$ cat src/rtl/alu_arb_pkg.sv
// ---------------------------------------------------------------------------
// alu_arb_pkg
//   Shared definitions for the ALU unit arbiter:
//     - unit select codes carried in FUN[3:2]
//     - FSM state encoding for the arbiter top level
//     - helper that turns a unit select code into the one-hot enable vector
//   Enable vector bit order: [0] arith, [1] logic, [2] cmp, [3] shift.
// ---------------------------------------------------------------------------
package alu_arb_pkg;

    localparam logic [1:0] UNIT_ARITH = 2'b00;
    localparam logic [1:0] UNIT_LOGIC = 2'b01;
    localparam logic [1:0] UNIT_CMP   = 2'b10;
    localparam logic [1:0] UNIT_SHIFT = 2'b11;

    localparam int unsigned NUM_UNITS = 4;
    localparam int unsigned STAT_W    = 16;

    typedef enum logic [1:0] {
        IDLE  = 2'b00,
        ISSUE = 2'b01,
        WAIT  = 2'b10,
        RESP  = 2'b11
    } arb_state_e;

    function automatic logic [NUM_UNITS-1:0] unit_onehot(input logic [1:0] unit);
        logic [NUM_UNITS-1:0] oh;
        oh = '0;
        unique case (unit)
            UNIT_ARITH: oh = 4'b0001;
            UNIT_LOGIC: oh = 4'b0010;
            UNIT_CMP:   oh = 4'b0100;
            UNIT_SHIFT: oh = 4'b1000;
            default:    oh = '0;
        endcase
        return oh;
    endfunction

    // Saturating increment for the optional grant statistics.
    function automatic logic [STAT_W-1:0] sat_inc(input logic [STAT_W-1:0] v);
        return (v == {STAT_W{1'b1}}) ? v : v + 1'b1;
    endfunction

endpackage

$ cat src/rtl/alu_rr_arbiter2.sv
// ---------------------------------------------------------------------------
// alu_rr_arbiter2
//   Two-way round-robin grant logic with a LAST pointer.
//   When both requests are present the requester that did not win last time
//   is granted; a lone request is granted regardless of LAST. LAST is updated
//   to the winner on every grant and resets to 1 so requester 0 wins first.
//
//   Ports:
//     clk_i     clock
//     rst_i     synchronous, active-high reset
//     en_i      grants may be issued this cycle (arbiter owner is idle)
//     req0_i    requester 0 valid
//     req1_i    requester 1 valid
//     gnt0_o    requester 0 granted (combinational)
//     gnt1_o    requester 1 granted (combinational)
//     gnt_id_o  index of the granted requester (meaningful with a grant)
// ---------------------------------------------------------------------------
module alu_rr_arbiter2 (
    input  logic clk_i,
    input  logic rst_i,
    input  logic en_i,
    input  logic req0_i,
    input  logic req1_i,
    output logic gnt0_o,
    output logic gnt1_o,
    output logic gnt_id_o
);

    logic last_q, last_d;

    always_comb begin
        gnt0_o = 1'b0;
        gnt1_o = 1'b0;
        if (en_i) begin
            if (req0_i && req1_i) begin
                // Contention: the one that was not served last goes now.
                gnt0_o = last_q;
                gnt1_o = ~last_q;
            end else begin
                gnt0_o = req0_i;
                gnt1_o = req1_i;
            end
        end
        gnt_id_o = gnt1_o;
    end

    always_comb begin
        last_d = last_q;
        if (gnt0_o) begin
            last_d = 1'b0;
        end else if (gnt1_o) begin
            last_d = 1'b1;
        end
    end

    always_ff @(posedge clk_i) begin
        if (rst_i) begin
            last_q <= 1'b1;
        end else begin
            last_q <= last_d;
        end
    end

endmodule

$ cat src/rtl/alu_unit_arbiter.sv
// ---------------------------------------------------------------------------
// alu_unit_arbiter
//   Shares one set of ALU function units (arith, logic, cmp, shift) between
//   two requesters. A round-robin grant in IDLE latches the winner's command;
//   ISSUE pulses the selected unit enable with the operands on the shared bus;
//   WAIT captures the selected unit's registered output; RESP presents the
//   result on a valid/ready channel. At most one command is in flight.
//
//   Optional build macro: ALU_ARB_STATS_EN adds saturating 16-bit grant
//   counters GRANT_CNT0/GRANT_CNT1. Without it those ports do not exist.
//
//   Ports:
//     CLK, RST                  clock, synchronous active-high reset
//     REQx_VALID / REQx_READY   command handshake per requester (READY is a
//                               combinational grant, high only in IDLE)
//     REQx_A, REQx_B, REQx_FUN  operands and op ([3:2] unit, [1:0] function)
//     RSP_VALID / RSP_READY     response handshake
//     RSP_ID, RSP_DATA          owning requester and captured result
//     BUSY                      state is not IDLE
//     ALU_A, ALU_B, ALU_FUN     shared operand bus to the units
//     *_Enable                  one-hot unit enables, high in ISSUE only
//     *_OUT                     registered unit outputs
//     GRANT_CNT0/1              grant statistics (ALU_ARB_STATS_EN only)
// ---------------------------------------------------------------------------
module alu_unit_arbiter
    import alu_arb_pkg::*;
#(
    parameter int unsigned WIDTH = 4
) (
    input  logic             CLK,
    input  logic             RST,

    input  logic             REQ0_VALID,
    output logic             REQ0_READY,
    input  logic [WIDTH-1:0] REQ0_A,
    input  logic [WIDTH-1:0] REQ0_B,
    input  logic [3:0]       REQ0_FUN,

    input  logic             REQ1_VALID,
    output logic             REQ1_READY,
    input  logic [WIDTH-1:0] REQ1_A,
    input  logic [WIDTH-1:0] REQ1_B,
    input  logic [3:0]       REQ1_FUN,

    output logic             RSP_VALID,
    input  logic             RSP_READY,
    output logic             RSP_ID,
    output logic [WIDTH-1:0] RSP_DATA,

    output logic             BUSY,
`ifdef ALU_ARB_STATS_EN
    output logic [15:0]      GRANT_CNT0,
    output logic [15:0]      GRANT_CNT1,
`endif

    output logic [WIDTH-1:0] ALU_A,
    output logic [WIDTH-1:0] ALU_B,
    output logic [1:0]       ALU_FUN,
    output logic             Arith_Enable,
    output logic             Logic_Enable,
    output logic             CMP_Enable,
    output logic             SHIFT_Enable,

    input  logic [WIDTH-1:0] Arith_OUT,
    input  logic [WIDTH-1:0] Logic_OUT,
    input  logic [WIDTH-1:0] CMP_OUT,
    input  logic [WIDTH-1:0] SHIFT_OUT
);

    arb_state_e state_q, state_d;

    logic [WIDTH-1:0] a_q, a_d;
    logic [WIDTH-1:0] b_q, b_d;
    logic [3:0]       fun_q, fun_d;
    logic             id_q, id_d;
    logic [WIDTH-1:0] data_q, data_d;

    logic             gnt0, gnt1, gnt_id, grant;
    logic             arb_en;
    logic [WIDTH-1:0] unit_out;
    logic [3:0]       unit_en;

    // A reset cycle never accepts a command: the grant would be dropped anyway.
    assign arb_en = (state_q == IDLE) && !RST;

    alu_rr_arbiter2 u_rr (
        .clk_i    (CLK),
        .rst_i    (RST),
        .en_i     (arb_en),
        .req0_i   (REQ0_VALID),
        .req1_i   (REQ1_VALID),
        .gnt0_o   (gnt0),
        .gnt1_o   (gnt1),
        .gnt_id_o (gnt_id)
    );

    assign grant = gnt0 | gnt1;

    // Result mux: selected by the latched unit field, sampled during WAIT.
    always_comb begin
        unit_out = Arith_OUT;
        unique case (fun_q[3:2])
            UNIT_ARITH: unit_out = Arith_OUT;
            UNIT_LOGIC: unit_out = Logic_OUT;
            UNIT_CMP:   unit_out = CMP_OUT;
            UNIT_SHIFT: unit_out = SHIFT_OUT;
            default:    unit_out = Arith_OUT;
        endcase
    end

    always_comb begin
        state_d = state_q;
        a_d     = a_q;
        b_d     = b_q;
        fun_d   = fun_q;
        id_d    = id_q;
        data_d  = data_q;
        unique case (state_q)
            IDLE: begin
                if (grant) begin
                    // The latch doubles as the operand bus register, so the
                    // bus changes only on a grant and holds otherwise.
                    a_d     = gnt_id ? REQ1_A   : REQ0_A;
                    b_d     = gnt_id ? REQ1_B   : REQ0_B;
                    fun_d   = gnt_id ? REQ1_FUN : REQ0_FUN;
                    id_d    = gnt_id;
                    state_d = ISSUE;
                end
            end
            ISSUE: begin
                state_d = WAIT;
            end
            WAIT: begin
                data_d  = unit_out;
                state_d = RESP;
            end
            RESP: begin
                if (RSP_READY) begin
                    state_d = IDLE;
                end
            end
            default: begin
                state_d = IDLE;
            end
        endcase
    end

    always_ff @(posedge CLK) begin
        if (RST) begin
            state_q <= IDLE;
            a_q     <= '0;
            b_q     <= '0;
            fun_q   <= '0;
            id_q    <= 1'b0;
            data_q  <= '0;
        end else begin
            state_q <= state_d;
            a_q     <= a_d;
            b_q     <= b_d;
            fun_q   <= fun_d;
            id_q    <= id_d;
            data_q  <= data_d;
        end
    end

    assign unit_en = (state_q == ISSUE) ? unit_onehot(fun_q[3:2]) : 4'b0000;

    assign Arith_Enable = unit_en[0];
    assign Logic_Enable = unit_en[1];
    assign CMP_Enable   = unit_en[2];
    assign SHIFT_Enable = unit_en[3];

    assign ALU_A      = a_q;
    assign ALU_B      = b_q;
    assign ALU_FUN    = fun_q[1:0];

    assign REQ0_READY = gnt0;
    assign REQ1_READY = gnt1;
    assign RSP_VALID  = (state_q == RESP);
    assign RSP_ID     = id_q;
    assign RSP_DATA   = data_q;
    assign BUSY       = (state_q != IDLE);

`ifdef ALU_ARB_STATS_EN
    logic [STAT_W-1:0] cnt0_q, cnt0_d;
    logic [STAT_W-1:0] cnt1_q, cnt1_d;

    always_comb begin
        cnt0_d = cnt0_q;
        cnt1_d = cnt1_q;
        if (gnt0) begin
            cnt0_d = sat_inc(cnt0_q);
        end
        if (gnt1) begin
            cnt1_d = sat_inc(cnt1_q);
        end
    end

    always_ff @(posedge CLK) begin
        if (RST) begin
            cnt0_q <= '0;
            cnt1_q <= '0;
        end else begin
            cnt0_q <= cnt0_d;
            cnt1_q <= cnt1_d;
        end
    end

    assign GRANT_CNT0 = cnt0_q;
    assign GRANT_CNT1 = cnt1_q;
`endif

endmodule
$ cat config.mk
export PLATFORM = sky130hd
export DESIGN_NAME = alu_unit_arbiter
export DESIGN_NICKNAME = d
export VERILOG_FILES = /design/src/rtl/alu_arb_pkg.sv /design/src/rtl/alu_rr_arbiter2.sv /design/src/rtl/alu_unit_arbiter.sv
export SDC_FILE = /design/constraint.sdc
export NUM_CORES = 1
export LEC_CHECK = 0
export CAP_MARGIN = 0
export CORE_ASPECT_RATIO = 0.5
export CORE_MARGIN = 1.5
export CORE_UTILIZATION = 25
export CTS_BUF_LIST = sky130_fd_sc_hd__clkbuf_4 sky130_fd_sc_hd__clkbuf_8 sky130_fd_sc_hd__clkbuf_16
export CTS_CLUSTER_SIZE = 25
export DETAILED_ROUTE_END_ITERATION = 10
export GPL_ROUTABILITY_DRIVEN = 0
export GPL_TIMING_DRIVEN = 0
export HOLD_SLACK_MARGIN = 0.1
export PLACE_DENSITY = 0.61
export SKIP_LAST_GASP = 1
export SYNTH_ARGS = -nofsm -noshare
export SYNTH_HDL_FRONTEND = slang
export SYNTH_SLANG_ARGS = --single-unit
export TNS_END_PERCENT = 50
$ cat constraint.sdc
create_clock -name CLK -period 4.15 [get_ports CLK]
set_input_delay 0.83 -clock CLK [delete_from_list [all_inputs] [get_ports CLK]]
set_output_delay 0.83 -clock CLK [all_outputs]
set_load 0.05 [all_outputs]
==> Yosys cells after proc, flatten, opt, wreduce, memory -nomap -nowiden <==
Cells that the tools add are included.
{ "word_totals": {"ff_bits": 20, "in_bits": 45, "wordCells": 41} }
{ "classes": {"eq_ne": 8, "n_mux": 15, "n_bitwise": 2, "n_reduce_logical": 9} }
{ "op_table": {"columns": ["op", "n"], "rows": [
  ["one-hot mux 4 bit (4 select lines)", 2],
  ["two-way mux 4 bit", 4],
  ["== test 2 bit, second input constant", 4],
  ["one-hot mux 2 bit (4 select lines)", 1],
  ["two-way mux 1 bit", 6],
  ["== test 2 x 1 -> 1 bit, second input constant", 2],
  ["logical NOT 2 bit", 2],
  ["two-way mux 2 bit", 2],
  ["AND reduction 2 bit", 2],
  ["nonzero test 2 bit", 2],
  ["logical AND 1 bit", 2],
  ["!= test 2 x 1 -> 1 bit, second input constant", 1],
  ["!= test 2 bit, second input constant", 1],
  ["logical NOT 1 bit", 1],
  ["NOT 1 bit", 1],
  ["OR 1 bit", 1]
]} }

==> Logic depth before layout (Yosys ltp) <==
Gate-level depths: netlist of run 1.
{ "depth": {"ltp_word": 6, "mapped_depth": 6} }

==> Modules after synthesis <==
Synthesis of run 1 repeated with hierarchy kept, for this count alone.
{ "hier_totals": {"cells_unflattened": 113, "area_unflattened_um2": 1101.1} }
{ "by_module_without_submodules": {"columns": ["module", "n_inst", "cells_each", "area_per_inst_um2", "seq_area_each_um2"], "rows": [
  ["alu_unit_arbiter", 1, 104, 1034.7, 380.4],
  ["alu_rr_arbiter2", 1, 9, 66.3, 20.0]
]} }

==> Worst setup path after synthesis of run 1 <==
Ideal clock, no wire load.
{ "synth_path": {"path_kind": "input port to output port", "start": "input RST", "end": "output REQ0_READY", "t_arrival_ns": 1.852, "required_ns": 3.320, "slack_ns": 1.468, "stages": 3, "n_path_buf": 1, "path_cell_list": "nand2b_1 > buf_2 > nor2_1"} }
{ "synth_via": {"elab_chain_cells": 3} }
{ "synth_rtl": {"columns": ["item", "line", "text"], "rows": [
  ["from (decl)", "alu_unit_arbiter.sv:31", "input logic RST,"],
  ["logical NOT 1 bit", "alu_unit_arbiter.sv:84", "assign arb_en = (state_q == IDLE) && !RST;"],
  ["logical AND 1 bit", "alu_unit_arbiter.sv:84", null],
  ["two-way mux 1 bit", "alu_rr_arbiter2.sv:34", "if (en_i) begin"],
  ["to (decl)", "alu_unit_arbiter.sv:34", "output logic REQ0_READY,"]
]} }
Every way passes these cells.

==> Worst setup path after layout of run 1 <==
{ "layout_path": {"start": "input RST", "end": "output REQ1_READY"} }
{ "layout_via": {"elab_chain_cells": 3} }
{ "layout_rtl": {"columns": ["item", "line", "text"], "rows": [
  ["logical NOT 1 bit", "alu_unit_arbiter.sv:84", null],
  ["logical AND 1 bit", "alu_unit_arbiter.sv:84", null],
  ["two-way mux 1 bit", "alu_rr_arbiter2.sv:34", null],
  ["to (decl)", "alu_unit_arbiter.sv:40", "output logic REQ1_READY,"]
]} }
Every way passes these cells.

==> results.py, run 1 <==
metrics = {
    "cells_and_area": {
        "area_growth_pct": 67.59,
        "n_antenna_cell": 0,
        "multiInputGateArea_um2": 720.7,
        "fin_cells": 269,
        "num-fill-cells": 459,
        "seq_area_um2": 400.4,
        "drive_gt1_share_pct": 14.78,
        "final_nets": 254,
    },
    "logic_synthesis": {
        "synth.most_common_cell": "nor3_1",
        "synth_seq_cells": 20,
        "synth_nets": 182,
        "syn_inst": 132,
        "synth_top_area_share_pct": 32.82,
        "synth_edf_count": 0,
        "synthTopCellsByCount": "24 x nor3_1, 20 x dfxtp_1, 15 x a21oi_1, 8 x a2111oi_2",
        "synth-main-ff-cell": "dfxtp_1",
        "ys_types": 28,
        "yosys_warnings": 0,
        "netlist_area_um2": 1220,
        "ys_seq_area_share_pct": 32.82,
        "synth_area_leader_cell": "dfxtp_1",
        "ys_top_cells_by_area": "dfxtp_1 33%, nor3_1 9.8%, a2111oi_2 9.8%",
        "async_flop_share_pct": 0,
        "syn_area_per_cell_um2": 9.242,
    },
    "worst_setup_path": {
        "critPathArrivalTime_ps": 2920,
        "crit_path_end_kind": "output port",
        "cp-start-kind": "primary input",
        "worstSetupPathType": "primary input to output port",
        "cp_max_fo": 10,
        "critical_path_required_ps": 3320,
    },
    "drt": {
        "wl_per_cell_um": 13.52,
        "routed_wl_mm": 3.636,
        "maxUsedRoutingLayer": "met4",
        "num_vias": 1261,
        "drcViolationCount": 0,
        "route.met2.wl_mm": 1.837,
        "drtIter0Drc": 28,
        "m1WireLength_mm": 1.666,
        "drtPass1Iterations": 4,
        "ant_nets": 0,
        "wl_met3_um": 113,
        "via_per_inst": 4.688,
    },
    "sta": {
        "fin_skew_ps": 2.815,
        "maxSlewViolCount": 0,
        "final_min_period_over_clock_period_pct": 90.36,
        "setup_violations": 0,
        "tightestPinTransition_ps": 573.4,
        "rsz0062_at_grt": "false",
        "relSlewSlack_pct": 61.77,
        "fmax_mhz": 266.7,
        "timing.setup.tns_ps": 0,
        "finalHoldViolCount": 0,
        "fin_crit_ps": 3750,
    },
    "clock_network": {
        "insertion_delay_ps": 270,
        "path_clk_slew_ps": 80,
        "htree_levels": 1,
        "cts_buffer_depth": 2,
        "cts-buffers-inserted": 3,
        "cts_tree": "done",
        "ctsHoldBuffers": 0,
        "cts.sinks": 20,
        "cts_setup_buffers": 0,
        "clk_root_buffer_cell": "clkbuf_8",
        "cts_resized": 0,
    },
    "job": {
        "drv_cap": 0,
    },
    "die": {
        "start_util_pct": 26.80,
        "die_area_um2": 5333,
        "coreArea_um2": 4552,
        "num_rows": 17,
        "die_x_um": 101.8,
        "fp.dieH_um": 52.40,
        "pin_count": 68,
    },
    "global_route": {
        "grt_usage_pct": 13.95,
        "overflow": 0,
        "grt_max_degree": 13,
        "grt_pass1_vias": 1227,
        "grt_pass1_wl_mm": 5.720,
        "antenna_found_initial": 0,
    },
    "placement": {
        "dp_cells": 265,
        "dp_hpwl_mm": 2.823,
        "io_buffers": 67,
    },
    "power_and_ir_drop": {
        "p_leak_nw": 0.7342,
        "power_density_nw_per_um2": 547.8,
        "vdd_drop_max_v": 0.0001686,
        "total_power_mw": 1.120,
    },
    "run_status": {
        "outcome": "finished clean",
    },
    "worst_hold_path": {
        "hold_class": "flop to flop",
    },
}
==> per-stage QoR <==
step                      hold WS (ps)  util (%)  cell area, um^2  setup WS, ps
after floorplan                  480.7         -             1220          1468
after global placement           462.5     43.35             1973         417.4
after detailed placement         478.8     43.35             1973         401.6
after CTS                        488.4     44.91             2044         399.6
after global routing             508.6     44.91             2044         343.3
final                            483.9     44.91             2044         399.9
==> sequential cells by signal, indices dropped and copies added, names as in the netlist <==
register	count
ALU_B	4
u_rr.last_q	1
RSP_ID	1
RSP_DATA	4
state_q	2
fun_q	4
ALU_A	4
==> cell families (layout without fill, tap and decap cells) <==
group | count (synthesis) | in the layout | share of synthesized area, %
and+or+nand+nor | 46 | 46 | 20.21
AOI/OAI and AO/OA | 32 | 32 | 21.44
DFF | 20 | 20 | 32.82
buffers and inverters | 19 | 90 | 8.102
muxes | 10 | 10 | 12.31
adders and majority gates | 5 | 5 | 5.128
==> critical path, cell delays in order <==
cell and delay (ps):
clkdlybuf4s50_1 510, nand3b_1 270, or2_4 290, buf_6 160, inv_1 60, clkdlybuf4s50_1 790
==> final timing paths <==
kind	from	endpoint	slack, ps	cells past startpoint
worst max-delay path	RST	REQ1_READY	400	6
worst min-delay path	RSP_ID	RSP_ID	480	2
worst max register to register	state_q[0]	ALU_A[3]	2320	6
worst min register to register	RSP_ID	RSP_ID	480	2
==> area by class of cell <==
type	instances	area share, %
sequential	20	19.58
multi-input combinational	93	35.25
clock inverter	1	1.469
buffer	14	3.917
tap	66	4.039
clock buffer	3	2.020
timing repair buffer	67	32.80
inverter	5	0.9180
==> cells in the final DEF (no fill, tap or decap), drive strengths merged <==
master,synthesis,layout
a2111oi,12,12
a21oi,15,15
a31oi,1,1
and2,1,1
and2b,1,1
and3,1,1
and3b,1,1
buf,11,11
bufinv,0,1
clkbuf,3,6
clkdlybuf4s50,0,67
dfxtp,20,20
ha,5,5
inv,5,5
mux2i,6,6
mux4,4,4
nand2,1,1
nand2b,4,4
nand3b,1,1
nor2,7,7
nor2b,1,1
nor3,24,24
nor3b,1,1
o21ai,2,2
o21bai,2,2
or2,3,3
==> per-layer routing <==
| metal | GRT usage (%) | vias to the layer above |
|---|---|---|
| li1 | - | 632 |
| met1 | 17.69 | 611 |
| met2 | 24.44 | 16 |
| met3 | 2.933 | 2 |
| met4 | 3.472 | 0 |
| met5 | 0 | - |
==> power breakdown <==
part,switching (mW),internal [mW]
Sequential,0.0297,0.242
Combinational,0.389,0.260
Clock,0.0704,0.129
(Power assumes the default switching activity.)
==> run 2, diff against run 1 <==
- CORE_UTILIZATION: 25 -> 41
- PLACE_DENSITY: 0.61 -> 0.9
==> run 2 against run 1 <==
- critical path type unchanged
- cell count shrank 11%
- clock power fell by 37%
- core utilization rose by 28 points
- critical path depth is the same
- first-iteration DRC count increased by 120%
- worst setup slack got worse by 1.9 ps
- via count increased by 2.1%
==> results.py, run 2 (synthesized netlist as in run 1, its figures left out) <==
metrics = {
    "run_status": {
        "outcome": "finished clean",
    },
    "sta": {
        "tightestPinTransition_ps": 573.2,
        "fmax_mhz": 266.5,
        "rsz0062_at_grt": "false",
        "maxSlewViolCount": 0,
        "setup_violations": 0,
        "timing.setup.tns_ps": 0,
        "relSlewSlack_pct": 61.79,
        "fin_crit_ps": 3752,
        "fin_ws_ps": 398.0,
        "fin_skew_ps": 1.281,
        "final_min_period_over_clock_period_pct": 90.41,
        "finalHoldViolCount": 0,
    },
    "global_route": {
        "antenna_found_initial": 0,
        "overflow": 0,
        "busiest_layer": "met2",
        "grt_pass1_wl_mm": 5.809,
        "gr-usage-met3_pct": 5.275,
        "grt_usage_pct": 22.33,
        "grt_max_degree": 11,
        "met2_usage_pct": 42.86,
        "grt_pass1_vias": 1310,
        "met1_usage_pct": 24.73,
    },
    "cells_and_area": {
        "fin_cells": 239,
        "drive_gt1_share_pct": 14.36,
        "area_growth_pct": 62.15,
        "most-common-layout-cells": "67 x clkdlybuf4s50_1, 24 x nor3_1, 20 x dfxtp_1, 15 x a21oi_1, 8 x a2111oi_2",
        "n_antenna_cell": 0,
        "mostFrequentLayoutCell": "clkdlybuf4s50_1",
        "final_nets": 254,
    },
    "drt": {
        "drtIter0Drc": 61,
        "ant_nets": 0,
        "drtPass1Iterations": 4,
        "num_vias": 1288,
        "routed_wl_mm": 3.392,
        "via_per_inst": 5.389,
        "wl_per_cell_um": 14.19,
        "drcViolationCount": 0,
    },
    "die": {
        "die_x_um": 80.14,
        "die_area_um2": 3331,
        "coreArea_um2": 2700,
        "fp.dieH_um": 41.57,
        "pin_count": 68,
        "start_util_pct": 45.18,
        "num_rows": 13,
    },
    "worst_setup_path": {
        "critPathSlowestCell": "clkdlybuf4s50_1",
        "path_cells": "clkdlybuf4s50_1 > nand3b_1 > or2_4 > buf_6 > inv_1 > clkdlybuf4s50_1",
        "cp_top_family": "buffers and inverters",
        "cp_max_fo": 10,
        "crit_path_end_kind": "output port",
        "reg2reg_depth": 6,
        "cp-start-kind": "primary input",
        "max_stage_delay_ps": 800,
        "critPathArrivalTime_ps": 2920,
        "critical_path_required_ps": 3320,
        "reg2reg_from": "state_q[0]",
        "cp_num_buf_inv": 4,
        "rrSetupSlack_ps": 2360,
        "crit_top_cell": "clkdlybuf4s50_1",
        "worst_r2r_endpoint": "fun_q[3]",
        "cp.depth": 6,
        "worstSetupPathType": "primary input to output port",
    },
    "power_and_ir_drop": {
        "vdd_drop_max_v": 0.0002846,
        "power_density_nw_per_um2": 527.8,
        "p_leak_nw": 0.7200,
        "total_power_mw": 1.044,
    },
    "clock_network": {
        "insertion_delay_ps": 260,
        "clk_root_buffer_cell": "clkbuf_8",
        "path_clk_slew_ps": 70,
        "cts.sinks": 20,
        "htree_levels": 1,
        "cts_setup_buffers": 0,
        "ctsHoldBuffers": 0,
        "cts-buffers-inserted": 3,
        "cts_tree": "done",
        "cts_resized": 0,
        "cts_buffer_depth": 2,
    },
    "worst_hold_path": {
        "whs_path_depth": 2,
        "hold_end": "RSP_ID",
        "hold_class": "flop to flop",
        "min_from": "RSP_ID",
    },
    "job": {
        "drv_cap": 0,
    },
    "placement": {
        "dp_hpwl_mm": 2.661,
        "dp_cells": 236,
        "dp_slack_ps": 408.5,
        "io_buffers": 67,
    },
}
run 2: changes by cell type in the layout (fill, tap and decap cells not counted), sizes merged:
cell	before	now
bufinv	1	0
run 2: stage by stage:
stage,hold slack (ps),instance area [um^2],util (%)
2_1_floorplan,480.7,1220,-
3_3_place_gp,472.8,1937,71.73
3_5_place_dp,481.9,1937,71.73
4_1_cts,491.3,1978,73.26
5_1_grt,525.3,1978,73.26
6_report,491.6,1978,73.26
run 2: tightest hold or removal path: cells and delay by family, from the launching register on:
kind,cells,cell delay (ps)
flops,1,320
compound gates,2,130
run 2: power by group:
| group | total [mW] | internal [mW] | switching (mW) | leakage [nW] |
|---|---|---|---|---|
| registers | 0.272 | 0.242 | 0.0300 | 0.164 |
| clock network | 0.125 | 0.0646 | 0.0607 | 0.0216 |
| logic | 0.646 | 0.260 | 0.386 | 0.534 |
run 2: routing by layer:
| metal | vias to the layer above | wire length, um |
|---|---|---|
| li1 | 628 | - |
| met4 | 0 | 47 |
| met2 | 45 | 1772 |
| met1 | 611 | 1386 |
| met3 | 4 | 186 |
| met5 | - | 0 |
run 2: worst max path at each step:
stage | from | to | slack, ps
finish | RST | REQ1_READY | 400
global route | RST | REQ1_READY | 300
CTS | RST | REQ1_READY | 410
floorplan | RST | REQ0_READY | 1470
detailed placement | RST | REQ1_READY | 410
global placement | RST | REQ1_READY | 440
run 2: area by class of cell:
cell class / instances / area (um^2)
fill: 224 / 721.9
multi-input combinational: 93 / 720.7
timing repair buffer: 67 / 670.6
sequential: 20 / 400.4
buffer: 14 / 80.08
tap: 37 / 46.29
clock buffer: 3 / 41.29
inverter: 5 / 18.77
==> run 3, diff against run 2 <==
- CTS_BUF_LIST: sky130_fd_sc_hd__clkbuf_4 sky130_fd_sc_hd__clkbuf_8 sky130_fd_sc_hd__clkbuf_16 -> default
==> results of run 3 <==
Same layout as run 2: the final DEF is identical, and so are final timing and power.
